File: src/rtl/cl_ocl_axil_master_pkg.sv
// Shared types and constants for the cl_ocl_axil_master AXI4-Lite initiator.
package cl_ocl_axil_master_pkg;

    typedef enum logic [2:0] {
        ST_IDLE,
        ST_WR_REQ,
        ST_WR_RESP,
        ST_RD_REQ,
        ST_RD_RESP,
        ST_RSP
    } state_t;

    localparam logic [1:0] AXIL_RESP_OKAY   = 2'b00;
    localparam logic [1:0] AXIL_RESP_SLVERR = 2'b10;

    typedef struct packed {
        logic        write;
        logic [31:0] addr;
        logic [31:0] wdata;
        logic [3:0]  wstrb;
    } axil_cmd_t;

endpackage

File: src/rtl/cl_ocl_axil_master_if.sv
// Command/response ports and AXI4-Lite master channels of cl_ocl_axil_master.
interface cl_ocl_axil_master_if;
    logic        cmd_valid;
    logic        cmd_ready;
    logic        cmd_write;
    logic [31:0] cmd_addr;
    logic [31:0] cmd_wdata;
    logic [3:0]  cmd_wstrb;

    logic        rsp_valid;
    logic        rsp_ready;
    logic        rsp_write;
    logic [31:0] rsp_rdata;
    logic [1:0]  rsp_resp;
    logic        rsp_timeout;

    logic [31:0] m_axi_awaddr;
    logic        m_axi_awvalid;
    logic        m_axi_awready;
    logic [31:0] m_axi_wdata;
    logic [3:0]  m_axi_wstrb;
    logic        m_axi_wvalid;
    logic        m_axi_wready;
    logic [1:0]  m_axi_bresp;
    logic        m_axi_bvalid;
    logic        m_axi_bready;
    logic [31:0] m_axi_araddr;
    logic        m_axi_arvalid;
    logic        m_axi_arready;
    logic [31:0] m_axi_rdata;
    logic [1:0]  m_axi_rresp;
    logic        m_axi_rvalid;
    logic        m_axi_rready;

    logic [31:0] wr_count;
    logic [31:0] rd_count;

    modport master (
        input  cmd_valid, cmd_write, cmd_addr, cmd_wdata, cmd_wstrb,
        output cmd_ready,
        output rsp_valid, rsp_write, rsp_rdata, rsp_resp, rsp_timeout,
        input  rsp_ready,
        output m_axi_awaddr, m_axi_awvalid,
        input  m_axi_awready,
        output m_axi_wdata, m_axi_wstrb, m_axi_wvalid,
        input  m_axi_wready,
        input  m_axi_bresp, m_axi_bvalid,
        output m_axi_bready,
        output m_axi_araddr, m_axi_arvalid,
        input  m_axi_arready,
        input  m_axi_rdata, m_axi_rresp, m_axi_rvalid,
        output m_axi_rready,
        output wr_count, rd_count
    );

    modport slave (
        output cmd_valid, cmd_write, cmd_addr, cmd_wdata, cmd_wstrb,
        input  cmd_ready,
        input  rsp_valid, rsp_write, rsp_rdata, rsp_resp, rsp_timeout,
        output rsp_ready,
        input  m_axi_awaddr, m_axi_awvalid,
        output m_axi_awready,
        input  m_axi_wdata, m_axi_wstrb, m_axi_wvalid,
        output m_axi_wready,
        output m_axi_bresp, m_axi_bvalid,
        input  m_axi_bready,
        input  m_axi_araddr, m_axi_arvalid,
        output m_axi_arready,
        output m_axi_rdata, m_axi_rresp, m_axi_rvalid,
        input  m_axi_rready,
        input  wr_count, rd_count
    );
endinterface

File: src/rtl/cl_axil_watchdog.sv
// Load/enable/expire cycle counter bounding the B/R wait phase of cl_ocl_axil_master.
// Instantiated only when CL_OCL_AXIL_MASTER_TIMEOUT_EN is defined.
module cl_axil_watchdog #(
    parameter int CYCLES = 1024,
    parameter int W      = 16
) (
    input  logic clk_main_a0,
    input  logic rst_main_n_sync,
    input  logic load,
    input  logic en,
    output logic expire
);
    logic [W-1:0] count_reg;

    always_ff @(posedge clk_main_a0) begin
        if (!rst_main_n_sync) begin
            count_reg <= '0;
        end else if (load) begin
            count_reg <= '0;
        end else if (en && !expire) begin
            count_reg <= count_reg + W'(1);
        end
    end

    assign expire = en && (count_reg == W'(CYCLES - 1));
endmodule

File: src/rtl/cl_ocl_axil_master.sv
// Single-outstanding AXI4-Lite initiator: command port -> one AXI-L beat -> response port.
// Optional B/R watchdog with late-beat drain when CL_OCL_AXIL_MASTER_TIMEOUT_EN is defined.
module cl_ocl_axil_master
    import cl_ocl_axil_master_pkg::*;
#(
    parameter int TIMEOUT_CYCLES = 1024,
    parameter int TIMEOUT_W      = 16
) (
    input  logic                 clk_main_a0,
    input  logic                 rst_main_n_sync,
    cl_ocl_axil_master_if.master bus
);
    state_t      state_reg, state_next;
    axil_cmd_t   cmd_reg;
    logic        aw_done_reg, w_done_reg;
    logic [31:0] rsp_rdata_reg;
    logic [1:0]  rsp_resp_reg;
    logic        rsp_timeout_reg;
    logic [31:0] wr_count_reg, rd_count_reg;
    logic        drain_reg;

    logic cmd_ready_c, aw_valid_c, w_valid_c;
    logic cmd_hs, aw_hs, w_hs, ar_hs, b_hs, r_hs;
    logic wait_resp, timeout_fire;

    // Gated by reset so the port reads 0 while reset is held, not just after it.
    assign cmd_ready_c = rst_main_n_sync && (state_reg == ST_IDLE) && !drain_reg;
    assign aw_valid_c  = (state_reg == ST_WR_REQ) && !aw_done_reg;
    assign w_valid_c   = (state_reg == ST_WR_REQ) && !w_done_reg;
    assign cmd_hs      = bus.cmd_valid && cmd_ready_c;
    assign aw_hs       = aw_valid_c && bus.m_axi_awready;
    assign w_hs        = w_valid_c && bus.m_axi_wready;
    assign ar_hs       = (state_reg == ST_RD_REQ) && bus.m_axi_arready;
    assign b_hs        = (state_reg == ST_WR_RESP) && bus.m_axi_bvalid;
    assign r_hs        = (state_reg == ST_RD_RESP) && bus.m_axi_rvalid;
    assign wait_resp   = (state_reg == ST_WR_RESP) || (state_reg == ST_RD_RESP);

`ifdef CL_OCL_AXIL_MASTER_TIMEOUT_EN
    logic wd_expire;

    cl_axil_watchdog #(
        .CYCLES (TIMEOUT_CYCLES),
        .W      (TIMEOUT_W)
    ) u_watchdog (
        .clk_main_a0     (clk_main_a0),
        .rst_main_n_sync (rst_main_n_sync),
        .load            (!wait_resp),
        .en              (wait_resp),
        .expire          (wd_expire)
    );

    // A beat arriving on the expiry cycle still wins over the timeout.
    assign timeout_fire = wd_expire && !b_hs && !r_hs;

    // Keeps bready/rready up after a timeout until the late beat is swallowed.
    always_ff @(posedge clk_main_a0) begin
        if (!rst_main_n_sync) begin
            drain_reg <= 1'b0;
        end else if (timeout_fire) begin
            drain_reg <= 1'b1;
        end else if (drain_reg && (cmd_reg.write ? bus.m_axi_bvalid : bus.m_axi_rvalid)) begin
            drain_reg <= 1'b0;
        end
    end
`else
    logic unused_cfg;
    assign unused_cfg   = ^{TIMEOUT_CYCLES, TIMEOUT_W};
    assign timeout_fire = 1'b0;
    assign drain_reg    = 1'b0;
`endif

    always_ff @(posedge clk_main_a0) begin
        if (!rst_main_n_sync) begin
            state_reg <= ST_IDLE;
        end else begin
            state_reg <= state_next;
        end
    end

    always_comb begin
        state_next = state_reg;
        case (state_reg)
            ST_IDLE:    if (cmd_hs) state_next = bus.cmd_write ? ST_WR_REQ : ST_RD_REQ;
            ST_WR_REQ:  if ((aw_done_reg || aw_hs) && (w_done_reg || w_hs)) state_next = ST_WR_RESP;
            ST_WR_RESP: if (b_hs || timeout_fire) state_next = ST_RSP;
            ST_RD_REQ:  if (ar_hs) state_next = ST_RD_RESP;
            ST_RD_RESP: if (r_hs || timeout_fire) state_next = ST_RSP;
            ST_RSP:     if (bus.rsp_ready) state_next = ST_IDLE;
            default:    state_next = ST_IDLE;
        endcase
    end

    always_comb begin
        bus.cmd_ready     = cmd_ready_c;
        bus.m_axi_awvalid = aw_valid_c;
        bus.m_axi_awaddr  = cmd_reg.addr;
        bus.m_axi_wvalid  = w_valid_c;
        bus.m_axi_wdata   = cmd_reg.wdata;
        bus.m_axi_wstrb   = cmd_reg.wstrb;
        bus.m_axi_bready  = (state_reg == ST_WR_RESP) || (drain_reg && cmd_reg.write);
        bus.m_axi_arvalid = (state_reg == ST_RD_REQ);
        bus.m_axi_araddr  = cmd_reg.addr;
        bus.m_axi_rready  = (state_reg == ST_RD_RESP) || (drain_reg && !cmd_reg.write);
        bus.rsp_valid     = (state_reg == ST_RSP);
        bus.rsp_write     = cmd_reg.write;
        bus.rsp_rdata     = rsp_rdata_reg;
        bus.rsp_resp      = rsp_resp_reg;
        bus.rsp_timeout   = rsp_timeout_reg;
        bus.wr_count      = wr_count_reg;
        bus.rd_count      = rd_count_reg;
    end

    always_ff @(posedge clk_main_a0) begin
        if (!rst_main_n_sync) begin
            cmd_reg         <= '0;
            aw_done_reg     <= 1'b0;
            w_done_reg      <= 1'b0;
            rsp_rdata_reg   <= '0;
            rsp_resp_reg    <= AXIL_RESP_OKAY;
            rsp_timeout_reg <= 1'b0;
            wr_count_reg    <= '0;
            rd_count_reg    <= '0;
        end else begin
            if (cmd_hs) begin
                cmd_reg     <= '{write: bus.cmd_write, addr: bus.cmd_addr,
                                 wdata: bus.cmd_wdata, wstrb: bus.cmd_wstrb};
                aw_done_reg <= 1'b0;
                w_done_reg  <= 1'b0;
            end else if (state_reg == ST_WR_REQ) begin
                if (aw_hs) aw_done_reg <= 1'b1;
                if (w_hs)  w_done_reg  <= 1'b1;
            end
            if (b_hs) begin
                rsp_rdata_reg   <= '0;
                rsp_resp_reg    <= bus.m_axi_bresp;
                rsp_timeout_reg <= 1'b0;
                wr_count_reg    <= wr_count_reg + 32'd1;
            end else if (r_hs) begin
                rsp_rdata_reg   <= bus.m_axi_rdata;
                rsp_resp_reg    <= bus.m_axi_rresp;
                rsp_timeout_reg <= 1'b0;
                rd_count_reg    <= rd_count_reg + 32'd1;
            end else if (timeout_fire) begin
                rsp_rdata_reg   <= '0;
                rsp_resp_reg    <= AXIL_RESP_SLVERR;
                rsp_timeout_reg <= 1'b1;
            end
        end
    end
endmodule
File: src/flat_wrapper.sv
// flat-port wrapper written by rule: the top's interface ports become plain ports
module cl_ocl_axil_master_flat import cl_ocl_axil_master_pkg::*;
#(
    parameter int TIMEOUT_CYCLES = 1024,
    parameter int TIMEOUT_W      = 16
)
  (clk_main_a0, rst_main_n_sync, bus_cmd_valid, bus_cmd_write, bus_cmd_addr, bus_cmd_wdata, bus_cmd_wstrb, bus_cmd_ready, bus_rsp_valid, bus_rsp_write, bus_rsp_rdata, bus_rsp_resp, bus_rsp_timeout, bus_rsp_ready, bus_m_axi_awaddr, bus_m_axi_awvalid, bus_m_axi_awready, bus_m_axi_wdata, bus_m_axi_wstrb, bus_m_axi_wvalid, bus_m_axi_wready, bus_m_axi_bresp, bus_m_axi_bvalid, bus_m_axi_bready, bus_m_axi_araddr, bus_m_axi_arvalid, bus_m_axi_arready, bus_m_axi_rdata, bus_m_axi_rresp, bus_m_axi_rvalid, bus_m_axi_rready, bus_wr_count, bus_rd_count);
  cl_ocl_axil_master_if bus_i ();
  input  logic clk_main_a0;
  input  logic rst_main_n_sync;
  input wire logic [$bits(bus_i.cmd_valid)-1:0] bus_cmd_valid;
  input wire logic [$bits(bus_i.cmd_write)-1:0] bus_cmd_write;
  input wire logic [$bits(bus_i.cmd_addr)-1:0] bus_cmd_addr;
  input wire logic [$bits(bus_i.cmd_wdata)-1:0] bus_cmd_wdata;
  input wire logic [$bits(bus_i.cmd_wstrb)-1:0] bus_cmd_wstrb;
  output wire logic [$bits(bus_i.cmd_ready)-1:0] bus_cmd_ready;
  output wire logic [$bits(bus_i.rsp_valid)-1:0] bus_rsp_valid;
  output wire logic [$bits(bus_i.rsp_write)-1:0] bus_rsp_write;
  output wire logic [$bits(bus_i.rsp_rdata)-1:0] bus_rsp_rdata;
  output wire logic [$bits(bus_i.rsp_resp)-1:0] bus_rsp_resp;
  output wire logic [$bits(bus_i.rsp_timeout)-1:0] bus_rsp_timeout;
  input wire logic [$bits(bus_i.rsp_ready)-1:0] bus_rsp_ready;
  output wire logic [$bits(bus_i.m_axi_awaddr)-1:0] bus_m_axi_awaddr;
  output wire logic [$bits(bus_i.m_axi_awvalid)-1:0] bus_m_axi_awvalid;
  input wire logic [$bits(bus_i.m_axi_awready)-1:0] bus_m_axi_awready;
  output wire logic [$bits(bus_i.m_axi_wdata)-1:0] bus_m_axi_wdata;
  output wire logic [$bits(bus_i.m_axi_wstrb)-1:0] bus_m_axi_wstrb;
  output wire logic [$bits(bus_i.m_axi_wvalid)-1:0] bus_m_axi_wvalid;
  input wire logic [$bits(bus_i.m_axi_wready)-1:0] bus_m_axi_wready;
  input wire logic [$bits(bus_i.m_axi_bresp)-1:0] bus_m_axi_bresp;
  input wire logic [$bits(bus_i.m_axi_bvalid)-1:0] bus_m_axi_bvalid;
  output wire logic [$bits(bus_i.m_axi_bready)-1:0] bus_m_axi_bready;
  output wire logic [$bits(bus_i.m_axi_araddr)-1:0] bus_m_axi_araddr;
  output wire logic [$bits(bus_i.m_axi_arvalid)-1:0] bus_m_axi_arvalid;
  input wire logic [$bits(bus_i.m_axi_arready)-1:0] bus_m_axi_arready;
  input wire logic [$bits(bus_i.m_axi_rdata)-1:0] bus_m_axi_rdata;
  input wire logic [$bits(bus_i.m_axi_rresp)-1:0] bus_m_axi_rresp;
  input wire logic [$bits(bus_i.m_axi_rvalid)-1:0] bus_m_axi_rvalid;
  output wire logic [$bits(bus_i.m_axi_rready)-1:0] bus_m_axi_rready;
  output wire logic [$bits(bus_i.wr_count)-1:0] bus_wr_count;
  output wire logic [$bits(bus_i.rd_count)-1:0] bus_rd_count;
  assign bus_i.cmd_valid = bus_cmd_valid;
  assign bus_i.cmd_write = bus_cmd_write;
  assign bus_i.cmd_addr = bus_cmd_addr;
  assign bus_i.cmd_wdata = bus_cmd_wdata;
  assign bus_i.cmd_wstrb = bus_cmd_wstrb;
  assign bus_cmd_ready = bus_i.cmd_ready;
  assign bus_rsp_valid = bus_i.rsp_valid;
  assign bus_rsp_write = bus_i.rsp_write;
  assign bus_rsp_rdata = bus_i.rsp_rdata;
  assign bus_rsp_resp = bus_i.rsp_resp;
  assign bus_rsp_timeout = bus_i.rsp_timeout;
  assign bus_i.rsp_ready = bus_rsp_ready;
  assign bus_m_axi_awaddr = bus_i.m_axi_awaddr;
  assign bus_m_axi_awvalid = bus_i.m_axi_awvalid;
  assign bus_i.m_axi_awready = bus_m_axi_awready;
  assign bus_m_axi_wdata = bus_i.m_axi_wdata;
  assign bus_m_axi_wstrb = bus_i.m_axi_wstrb;
  assign bus_m_axi_wvalid = bus_i.m_axi_wvalid;
  assign bus_i.m_axi_wready = bus_m_axi_wready;
  assign bus_i.m_axi_bresp = bus_m_axi_bresp;
  assign bus_i.m_axi_bvalid = bus_m_axi_bvalid;
  assign bus_m_axi_bready = bus_i.m_axi_bready;
  assign bus_m_axi_araddr = bus_i.m_axi_araddr;
  assign bus_m_axi_arvalid = bus_i.m_axi_arvalid;
  assign bus_i.m_axi_arready = bus_m_axi_arready;
  assign bus_i.m_axi_rdata = bus_m_axi_rdata;
  assign bus_i.m_axi_rresp = bus_m_axi_rresp;
  assign bus_i.m_axi_rvalid = bus_m_axi_rvalid;
  assign bus_m_axi_rready = bus_i.m_axi_rready;
  assign bus_wr_count = bus_i.wr_count;
  assign bus_rd_count = bus_i.rd_count;
  cl_ocl_axil_master #(.TIMEOUT_CYCLES(TIMEOUT_CYCLES), .TIMEOUT_W(TIMEOUT_W)) u_core (.clk_main_a0(clk_main_a0), .rst_main_n_sync(rst_main_n_sync), .bus(bus_i));
endmodule
File: config.mk
export PLATFORM = sky130hd
export DESIGN_NAME = cl_ocl_axil_master_flat
export DESIGN_NICKNAME = d
export VERILOG_FILES = /design/src/rtl/cl_ocl_axil_master_pkg.sv /design/src/rtl/cl_ocl_axil_master_if.sv /design/src/rtl/cl_axil_watchdog.sv /design/src/rtl/cl_ocl_axil_master.sv /design/src/flat_wrapper.sv
export SDC_FILE = /design/constraint.sdc
export NUM_CORES = 1
export LEC_CHECK = 0
export BUFFER_PORTS_ARGS = -buffer_cell sky130_fd_sc_hd__buf_2
export CORE_UTILIZATION = 35
export CTS_BUF_LIST = sky130_fd_sc_hd__clkbuf_8
export CTS_CLUSTER_DIAMETER = 150
export DETAILED_ROUTE_END_ITERATION = 6
export GPL_TIMING_DRIVEN = 0
export SLEW_MARGIN = 30
export SYNTH_ARGS = -nofsm -noshare
export SYNTH_HDL_FRONTEND = slang
export SYNTH_SLANG_ARGS = --single-unit
export TNS_END_PERCENT = 30
File: constraint.sdc
create_clock -name clk_main_a0 -period 3.4 [get_ports clk_main_a0]
set_input_delay 0.51 -clock clk_main_a0 [delete_from_list [all_inputs] [get_ports clk_main_a0]]
set_output_delay 0.51 -clock clk_main_a0 [all_outputs]
set_load 0.1 [all_outputs]
==> reports/metrics.yaml <==
clk-insertion-delay-late_ns: 0.46
cts_tree: "built"
synth_edf_count: 0
worstSetupStartpointType: "primary input"
finalHoldViolCount: 0
synthArstFlopShare_pct: 0
top_layer_used: "met4"
io_buffers: 319
grt_pass1_wl_um: 35970
die-width_um: 145.2
synth_seq_area_share_pct: 47.96
antenna_found_initial: 2
synth_fa_ha_area_share_pct: 0.3486
wire_per_inst_um: 15.02
root_buffer: "clkbuf_8"
min_period_ns: 2.690
setup_tns_ns: 0
timing.rr.end: "u_core.bus.m_axi_wstrb[2]"
cts_buffers: 17
dr_total_vias: 7439
cts_hold_buf: 0
post_cts_resized: 0
synth_fp_nets: 1014
grt_pass1_vias: 6821
synth_compound_area_share_pct: 15.62
p_per_area_nw_per_um2: 807.8
viasPerCell: 4.894
min_period_over_period_pct: 79.13
drt-total-wl_um: 22830
cts.sinks: 172
max_stage_delay_ns: 0.44
grt.overflow.total: 0
cap_violations: 0
num_io_pins: 321
synth_cell_types: 39
ys_ff_latch: 172
netlist_instances: 898
die_area_um2: 21090
worst_slack_ns: 0.7096
rsz0062_at_grt: "no"
timing.rr.start: "u_core.state_reg[2]"
place_ws_ns: 0.6379
synth_xor_area_share_pct: 2.196
clkTransAtPathRegs_ns: 0.10
status: "completed"
cp_max_fo: 10
syn_area_um2: 7179
cp_top_family: "buffers and inverters"
synth_top_family_by_area: "simple AND/OR/NAND/NOR gates"
rows: 52
cp.required_ns: 2.89
hold_depth: 3
hold_end: "u_core.bus.m_axi_wdata[19]"
final_common_cell: "buf_2"
cellLeakagePower_nw: 4.121
nNetsFinal: 1352
ys.flop_type: "dfxtp_1"
grt_max_degree: 17
tightest_slew_ns: 0.5911
critPathSlowestCell: "buf_2"
syn_to_final_growth_pct: 32.57
synth_warnings: 0
gp_congestion: 0.8245
h-tree-depth: 4
drt-pass1-iter-count: 5
synthSimpleGateAreaFrac_pct: 26.28
rrSetupSlack_ns: 0.87
hpwl_um: 17370
min_path_type: "in2reg"
fmax_mhz: 371.7
die_y_um: 145.2
drtIter0Drc: 383
min-delay-start: "bus_cmd_wdata[19]"
reg2reg_depth: 8
critical_path_class: "in2out"
finalSetupViolCount: 0
peakVddDrop_uv: 756.1
cts_buffer_depth: 2
hold_ws_ns: 0.2379
finalClockSkew_ns: 0.01638
n_fill_cell: 2080
crit_arrival_ns: 2.18
syn_area_per_cell_um2: 7.995
initial_core_util_pct: 35.60
drcViolationCount: 0
maxSlewHeadroom_pct: 60.59
path_buf_inv: 4
core-area_um2: 20170
crit_chain: "buf_2, clkbuf_1, clkbuf_1, and2_1, buf_2"
wl_met2_um: 11280
report.final.slew_viol_count: 0
post-route-util_pct: 47.19
drtAntennaViolNets: 0
wl_met3_um: 1673
final_cell_mix: "322 x buf_2, 233 x nand2_1, 172 x dfxtp_1"
cts_setup_buffers: 0
synth_mux_area_share_pct: 0.2788
routedLengthMet1_um: 9553
cp-end-kind: "primary output"
grt_util_all_layers_pct: 21.39
critical_path.startpoint: "rst_main_n_sync"
layout-drive-gt1-share_pct: 31.41
-- worst register-to-register path, cell delays in order, from the launching register on --
cell and delay [ns]:
dfxtp_1 0.33, clkbuf_1 0.21, nor3_1 0.38, and3_1 0.30
clkbuf_1 0.40, clkbuf_1 0.40, buf_2 0.30, nand2_1 0.08
o21ai_0 0.06
-- synthesized netlist by cell type (all sizes together), types with 3 or more instances --
cell    number  share of area, %
nand2      233                12
dfxtp      172                48
a21oi       83               5.8
o21ai       80               5.6
clkbuf      50               2.6
buf         45               4.1
or4         32               3.3
nor2        28               1.5
o31ai       28               2.9
nand4       22               1.9
nand3       21               1.5
or3         11              0.96
inv         10              0.52
xnor2       10               1.2
and4         9               1.1
and3         8              0.70
xor2         8              0.98
and2         6              0.52
nor4         6              0.52
nand2b       5              0.44
o41ai        5              0.61
or4b         4              0.56
a22oi        3              0.31
-- per-stage QoR --
step | power [mW] | cells | area, um2
floorplan | 5.643 | 898 | 7184
global placement | 6.269 | 1487 | 9119
detailed placement | 6.281 | 1487 | 9119
CTS | 7.765 | 1518 | 9513
global route | 8.010 | 1519 | 9515
finish | 7.688 | 1520 | 9518
-- kinds of logic (layout without fill, tap and decap cells) --
group,after synthesis,in the layout
muxes,2,2
adders and majority gates,2,2
other,1,3
and+or+nand+nor,395,395
AOI/OAI and AO/OA,203,203
DFF,172,172
buffers and inverters,105,455
xor gates and xnor gates,18,18
-- report_power, final --
group | switching, mW | total (mW) | internal (mW)
clock | 0.804 | 1.47 | 0.668
sequential | 0.165 | 2.43 | 2.27
combinational | 3.20 | 3.78 | 0.587
total | 4.16 | 7.69 | 3.52
-- routing by layer --
layer	up-vias	GRT usage, %
met5	-	0
met4	0	5.474
met3	20	6.730
met2	239	37.28
met1	3421	25.29
li1	3759	-
-- cell type report --
cell class	count	area, um2	share of cell area [%]
repair buffers	319	1597	16.77
inverters	10	37.54	0.3944
clock buffers	17	234.0	2.458
clock inverters	14	160.2	1.683
plain buffers	95	484.2	5.087
well taps	270	337.8	3.549
diodes	2	5.005	0.05258
flip-flops and latches	172	3443	36.18
multi-input cells	621	3219	33.82
-- worst max-delay path by stage --
stage | endpoint | slack [ns] | cells past startpoint
6_report | bus_cmd_ready | 0.71 | 5
4_1_cts | bus_cmd_ready | 0.63 | 5
2_1_floorplan | u_core.bus.rd_count[31] | 0.63 | 5
5_1_grt | bus_cmd_ready | 0.51 | 5
3_3_place_gp | bus_cmd_ready | 0.64 | 5
3_5_place_dp | bus_cmd_ready | 0.64 | 5
(Power assumes the default switching activity.)
